$ cat config.mk
export PLATFORM = sky130hd
export DESIGN_NAME = regfile_arbiter
export DESIGN_NICKNAME = d
export VERILOG_FILES = /design/src/rtl/rf_arb_pkg.sv /design/src/rtl/regfile_arbiter_rr_pick.sv /design/src/rtl/regfile_arbiter.sv
export SDC_FILE = /design/constraint.sdc
export NUM_CORES = 1
export LEC_CHECK = 0
export CAP_MARGIN = 20
export CORE_MARGIN = 4
export CORE_UTILIZATION = 45
export CTS_BUF_LIST = sky130_fd_sc_hd__clkbuf_2
export DETAILED_ROUTE_END_ITERATION = 10
export HOLD_SLACK_MARGIN = 0.02
export PLACE_DENSITY = 0.87
export SYNTH_ARGS = -nofsm -noshare
export SYNTH_HDL_FRONTEND = slang
export SYNTH_SLANG_ARGS = --single-unit
export TNS_END_PERCENT = 50
$ cat constraint.sdc
create_clock -name clk -period 5.1 [get_ports clk]
set_input_delay 1.02 -clock clk [delete_from_list [all_inputs] [get_ports clk]]
set_output_delay 1.02 -clock clk [all_outputs]
set_load 0.05 [all_outputs]
$ cat src/rtl/rf_arb_pkg.sv
// Shared types and default sizing for the register-file arbiter.
package rf_arb_pkg;

    typedef enum logic {
        IDLE  = 1'b0,
        GRANT = 1'b1
    } state_t;

    localparam int N_DEFAULT        = 8;
    localparam int NREQ_DEFAULT     = 3;
    localparam int LOCK_MAX_DEFAULT = 16;

endpackage

$ cat src/rtl/regfile_arbiter_rr_pick.sv
// Combinational round-robin picker: first set request at or after ptr_i, wrapping.
module rr_pick #(
    parameter int NREQ = 3,
    parameter int IW   = 2
) (
    input  logic [NREQ-1:0] req_i,
    input  logic [IW-1:0]   ptr_i,
    output logic [IW-1:0]   win_o,
    output logic            any_o
);

    int          j;
    logic [IW-1:0] jw;

    always_comb begin
        any_o = 1'b0;
        win_o = '0;
        j     = 0;
        jw    = '0;
        for (int k = 0; k < NREQ; k++) begin
            j  = (int'(ptr_i) + k) % NREQ;
            jw = IW'(j);
            if (!any_o && req_i[jw]) begin
                any_o = 1'b1;
                win_o = jw;
            end
        end
    end

endmodule

$ cat src/rtl/regfile_arbiter.sv
// Round-robin arbiter sharing one register-file port among NREQ requesters.
// Optional bus lock selected by `define RF_ARB_LOCK_EN.
module regfile_arbiter
    import rf_arb_pkg::*;
#(
    parameter int N        = N_DEFAULT,
    parameter int NREQ     = NREQ_DEFAULT,
    parameter int LOCK_MAX = LOCK_MAX_DEFAULT
) (
    input  logic              clk,
    input  logic              rst_n,
    input  logic [NREQ-1:0]   req,
    input  logic [NREQ-1:0]   we,
    input  logic [3*NREQ-1:0] sel,
    input  logic [N*NREQ-1:0] wdata,
`ifdef RF_ARB_LOCK_EN
    input  logic [NREQ-1:0]   lock,
`endif
    output logic [NREQ-1:0]   gnt,
    output logic [NREQ-1:0]   rvalid,
    output logic [N-1:0]      rdata,
    output logic              rf_write_en,
    output logic              rf_out_en,
    output logic [2:0]        rf_sel,
    output logic [N-1:0]      rf_data_in,
    input  logic [N-1:0]      rf_data_out
);

    localparam int IW = (NREQ > 1) ? $clog2(NREQ) : 1;

    state_t        state_q, state_d;
    logic [IW-1:0] win_q, win_d;
    logic [IW-1:0] rr_ptr_q, rr_ptr_d;
    logic [NREQ-1:0] gnt_q, gnt_d;
    logic [NREQ-1:0] rvalid_q, rvalid_d;
    logic [N-1:0]  rdata_q, rdata_d;
    logic          rf_write_en_q, rf_write_en_d;
    logic          rf_out_en_q, rf_out_en_d;
    logic [2:0]    rf_sel_q, rf_sel_d;
    logic [N-1:0]  rf_data_in_q, rf_data_in_d;

    logic [2:0]    sel_a   [NREQ];
    logic [N-1:0]  wdata_a [NREQ];
    logic [IW-1:0] rr_win, arb_win;
    logic          rr_any, arb_any, lock_force;

    for (genvar i = 0; i < NREQ; i++) begin : g_unpack
        assign sel_a[i]   = sel[3*i +: 3];
        assign wdata_a[i] = wdata[N*i +: N];
    end

    rr_pick #(.NREQ(NREQ), .IW(IW)) u_pick (
        .req_i (req),
        .ptr_i (rr_ptr_q),
        .win_o (rr_win),
        .any_o (rr_any)
    );

`ifdef RF_ARB_LOCK_EN
    localparam int CW = $clog2(LOCK_MAX + 1);
    logic [CW-1:0] lock_cnt_q, lock_cnt_d;

    // The first grant of a run comes from round-robin, so LOCK_MAX-1 forced re-grants cap the run.
    assign lock_force = (state_q == GRANT) && lock[win_q] && req[win_q] &&
                        (lock_cnt_q < CW'(LOCK_MAX - 1));
    assign lock_cnt_d = lock_force ? lock_cnt_q + 1'b1 : '0;

    always_ff @(posedge clk or negedge rst_n) begin
        if (!rst_n) lock_cnt_q <= '0;
        else        lock_cnt_q <= lock_cnt_d;
    end
`else
    assign lock_force = 1'b0;
`endif

    assign arb_win = lock_force ? win_q : rr_win;
    assign arb_any = lock_force | rr_any;

    always_comb begin
        state_d       = arb_any ? GRANT : IDLE;
        win_d         = win_q;
        rr_ptr_d      = rr_ptr_q;
        gnt_d         = '0;
        rvalid_d      = '0;
        rdata_d       = rdata_q;
        rf_write_en_d = 1'b0;
        rf_out_en_d   = 1'b0;
        rf_sel_d      = rf_sel_q;
        rf_data_in_d  = rf_data_in_q;
        if (state_q == GRANT && rf_out_en_q) begin
            rdata_d  = rf_data_out;
            rvalid_d = NREQ'(1) << win_q;
        end
        // Every GRANT cycle is also an arbitration point, giving one access per cycle.
        if (arb_any) begin
            win_d         = arb_win;
            rr_ptr_d      = (arb_win == IW'(NREQ - 1)) ? '0 : arb_win + 1'b1;
            gnt_d         = NREQ'(1) << arb_win;
            rf_write_en_d = we[arb_win];
            rf_out_en_d   = !we[arb_win];
            rf_sel_d      = sel_a[arb_win];
            rf_data_in_d  = wdata_a[arb_win];
        end
    end

    always_ff @(posedge clk or negedge rst_n) begin
        if (!rst_n) begin
            state_q       <= IDLE;
            win_q         <= '0;
            rr_ptr_q      <= '0;
            gnt_q         <= '0;
            rvalid_q      <= '0;
            rdata_q       <= '0;
            rf_write_en_q <= 1'b0;
            rf_out_en_q   <= 1'b0;
            rf_sel_q      <= '0;
            rf_data_in_q  <= '0;
        end else begin
            state_q       <= state_d;
            win_q         <= win_d;
            rr_ptr_q      <= rr_ptr_d;
            gnt_q         <= gnt_d;
            rvalid_q      <= rvalid_d;
            rdata_q       <= rdata_d;
            rf_write_en_q <= rf_write_en_d;
            rf_out_en_q   <= rf_out_en_d;
            rf_sel_q      <= rf_sel_d;
            rf_data_in_q  <= rf_data_in_d;
        end
    end

    assign gnt         = gnt_q;
    assign rvalid      = rvalid_q;
    assign rdata       = rdata_q;
    assign rf_write_en = rf_write_en_q;
    assign rf_out_en   = rf_out_en_q;
    assign rf_sel      = rf_sel_q;
    assign rf_data_in  = rf_data_in_q;

endmodule

==> results.cfg <==
[critical_path]
crit_path_start = req[1]
cp_max_fo = 15
startpoint_type = input port
critPathKind = in -> reg
r2r_end = rf_out_en
critical_path_arrival_ns = 3.21
timing.rr.start = rr_ptr_q[1]
endpoint = rf_out_en
r2r_slack_ns = 2.38
cp.required_ns = 5.33
rr_worst_depth = 7
cp-end-kind = flip-flop

[cts]
cts_buffers = 5
cts_root_buf = clkbuf_2
post_cts_resize_count = 0
htreeDepth = 2
cts_buffer_depth = 2
cts-hold-fix-buffers = 0
cts_tree = yes
cts.sinks = 32
postCtsSetupRepairBufs = 0
clock_latency_ns = 0.36
clkSlewWorstSetupHoldPaths_ns = 0.17

[floorplan]
die_y_um = 68.9
num_rows = 21
die_area_mm2 = 0.00474
die_w_um = 68.9
start_util_pct = 48.4
io_pins = 76
core-area_mm2 = 0.00344

[timing]
tns_ns = 0
hold_violations = 0
finalSetupViolations = 0
slew_headroom_pct = 37.2
period_share_pct = 58.3
rsz0062_at_grt = no
period_needed_ns = 2.97
worstMarginPinSlew_ns = 0.937
clock_skew_ns = 0.0117
drv_slew = 0
max_freq_mhz = 336

[run]
drv_cap = 0

[route]
route.detailed.drc = 0
avgViaCountPerCell = 5.51
dr.pass1.iters = 4
num_vias = 1511
wl_mm = 4.19
ant_nets = 0
wire_per_inst_um = 15.3
drtIter0Drc = 87

[placed_design]
post-dp-hpwl_mm = 3.10
place_area_mm2 = 0.00241
dp_cells = 266
port_buffers = 75
place_congestion = 0.917

[synthesis]
seq_area_frac_synth_pct = 48.0
post_synth_num_cell_types = 40
syn_inst = 155
synth_seq_cells = 32
avgSynthCellArea_um2 = 10.8
syn_nets = 208
ys_warn_count = 0
synth_area_mm2 = 0.00167

[power]
p_comb_share_pct = 69.0
power.switching_mw = 1.04
seqPwrFrac_pct = 22.6
leakage_nw = 1.02
p_per_area_mw_per_mm2 = 815
clockPowerShare_pct = 8.4
peakVddDrop_mv = 0.390
swShare_pct = 51.4
intPower_uw = 980

[global_route]
overflow = 0
grt_pass1_wl_mm = 6.55
grt_max_degree = 33
globalRouteTotalUtil_pct = 18.8
antenna_found_initial = 0
grt_pass1_vias = 1522

[finish]
final_common_cell = clkdlybuf4s50_1
fin_nets = 280
mostFrequentLayoutCells = 75 x clkdlybuf4s50_1, 32 x dfrtp_1, 12 x o21ai_0, 12 x a31oi_1, 11 x nand3_1
fillers = 254
final_area_mm2 = 0.00247
stdcell_count = 274
layout-drive-gt1-share_pct = 12.3
syn_to_final_growth_pct = 48.5
diodes = 0

[min_path]
worstHoldStart = win_q[1]
hold_class = reg -> reg

[status]
outcome = finished, final reports clean
==> state kept, by name (all words and copies together) (netlist names) <==
| register | count |
|---|---|
| gnt | 3 |
| rvalid | 3 |
| rf_write_en | 1 |
| rdata | 8 |
| rf_data_in | 8 |
| rf_sel | 3 |
| rr_ptr_q | 2 |
| rf_out_en | 1 |
| state_q | 1 |
| win_q | 2 |
==> through the flow <==
step / hold slack [ns] / worst slack, ns / utilization, % / power, mW
CTS: 0.496 / 2.17 / 71.9 / 2.02
detailed placement: 0.474 / 1.77 / 70.0 / 1.85
global route: 0.523 / 1.97 / 71.9 / 2.16
finish: 0.492 / 2.13 / 71.9 / 2.02
global placement: 0.459 / 1.89 / 70.0 / 1.83
floorplan: 0.446 / 2.79 / - / 1.51
==> Yosys cell counts <==
| cell type | count | area, um2 |
|---|---|---|
| dfrtp_1 | 32 | 801 |
| a31oi_1 | 12 | 75.1 |
| o21ai_0 | 12 | 60.1 |
| nand3_1 | 11 | 55.1 |
| inv_1 | 9 | 33.8 |
| mux2_2 | 8 | 90.1 |
| o22ai_1 | 7 | 43.8 |
| nor2_1 | 6 | 22.5 |
| o22ai_2 | 6 | 75.1 |
| ha_1 | 4 | 50.1 |
| a21oi_1 | 3 | 15.0 |
| buf_2 | 3 | 15.0 |
| buf_6 | 3 | 33.8 |
| clkbuf_1 | 3 | 11.3 |
| nand2_1 | 3 | 11.3 |
| nand3b_1 | 3 | 22.5 |
| mux2i_1 | 2 | 20.0 |
| nor3_1 | 2 | 10.0 |
| nor3b_1 | 2 | 15.0 |
| nor4_1 | 2 | 12.5 |
| o21a_1 | 2 | 15.0 |
| or2_0 | 2 | 12.5 |
| a211oi_1 | 1 | 7.51 |
| a22o_1 | 1 | 8.76 |
| a31o_1 | 1 | 8.76 |
| a31o_2 | 1 | 8.76 |
| a32oi_1 | 1 | 8.76 |
| and4_1 | 1 | 8.76 |
| buf_4 | 1 | 7.51 |
| clkbuf_2 | 1 | 5.00 |
| mux2_4 | 1 | 15.0 |
| mux2i_2 | 1 | 13.8 |
| nand2b_1 | 1 | 6.26 |
| o211a_1 | 1 | 10.0 |
| o211ai_2 | 1 | 12.5 |
| o21ai_1 | 1 | 5.00 |
| o22a_4 | 1 | 17.5 |
| o2bb2ai_1 | 1 | 8.76 |
| o31ai_1 | 1 | 7.51 |
| or3_1 | 1 | 6.26 |
==> power groups by stage <==
stage / Clock (mW) / Combinational [mW] / Sequential (mW)
final: 0.170 / 1.39 / 0.456
after CTS: 0.173 / 1.39 / 0.456
after floorplan: 0 / 0.688 / 0.824
after global placement: 0 / 1.37 / 0.455
after global routing: 0.185 / 1.50 / 0.470
after detailed placement: 0 / 1.39 / 0.462
==> kinds of logic (layout without fill, tap and decap cells) <==
kind of cell             after synthesis  count (layout)  synth area share, %
AND/OR/NAND/NOR                       34              34                 11.0
buffers and inverters                 20              93                 6.38
adder cells (fa/ha/maj)                4               4                 3.00
multiplexers                          12              12                 8.33
flip-flops                            32              32                 48.0
AO/OA/AOI/OAI                         53              53                 23.3
==> layout make-up <==
cell class,count,area (um2),area share (%)
clock buffer,6,30.0,1.21
clock inverter,2,35.0,1.42
inverter,9,33.8,1.37
multi-input combinational,103,759,30.7
sequential,32,801,32.4
tap,46,57.6,2.33
timing repair buffer,76,758,30.6
==> layer usage <==
layer	GRT usage (%)	vias to the layer above	part of all wire (%)
met2	33.5	71	51
met3	7.62	6	9.0
li1	-	719	-
met5	0	-	0
met4	6.08	0	1.1
met1	20.2	715	39
==> worst min-delay path by stage <==
stage,to,slack [ns],cells past startpoint
floorplan,rvalid[1],0.45,1
global placement,rvalid[1],0.46,1
detailed placement,rvalid[1],0.47,1
CTS,rvalid[1],0.50,1
global route,rvalid[1],0.52,1
finish,rvalid[1],0.49,1
==> worst max-delay path, cell delays in order <==
cell             delay, ns
clkdlybuf4s50_1       0.47
mux2i_1               0.29
o21a_1                0.19
or2_0                 0.68
a211oi_1              0.17
nor4_1                0.40
No activity file was read; power rests on OpenSTA's default activity.
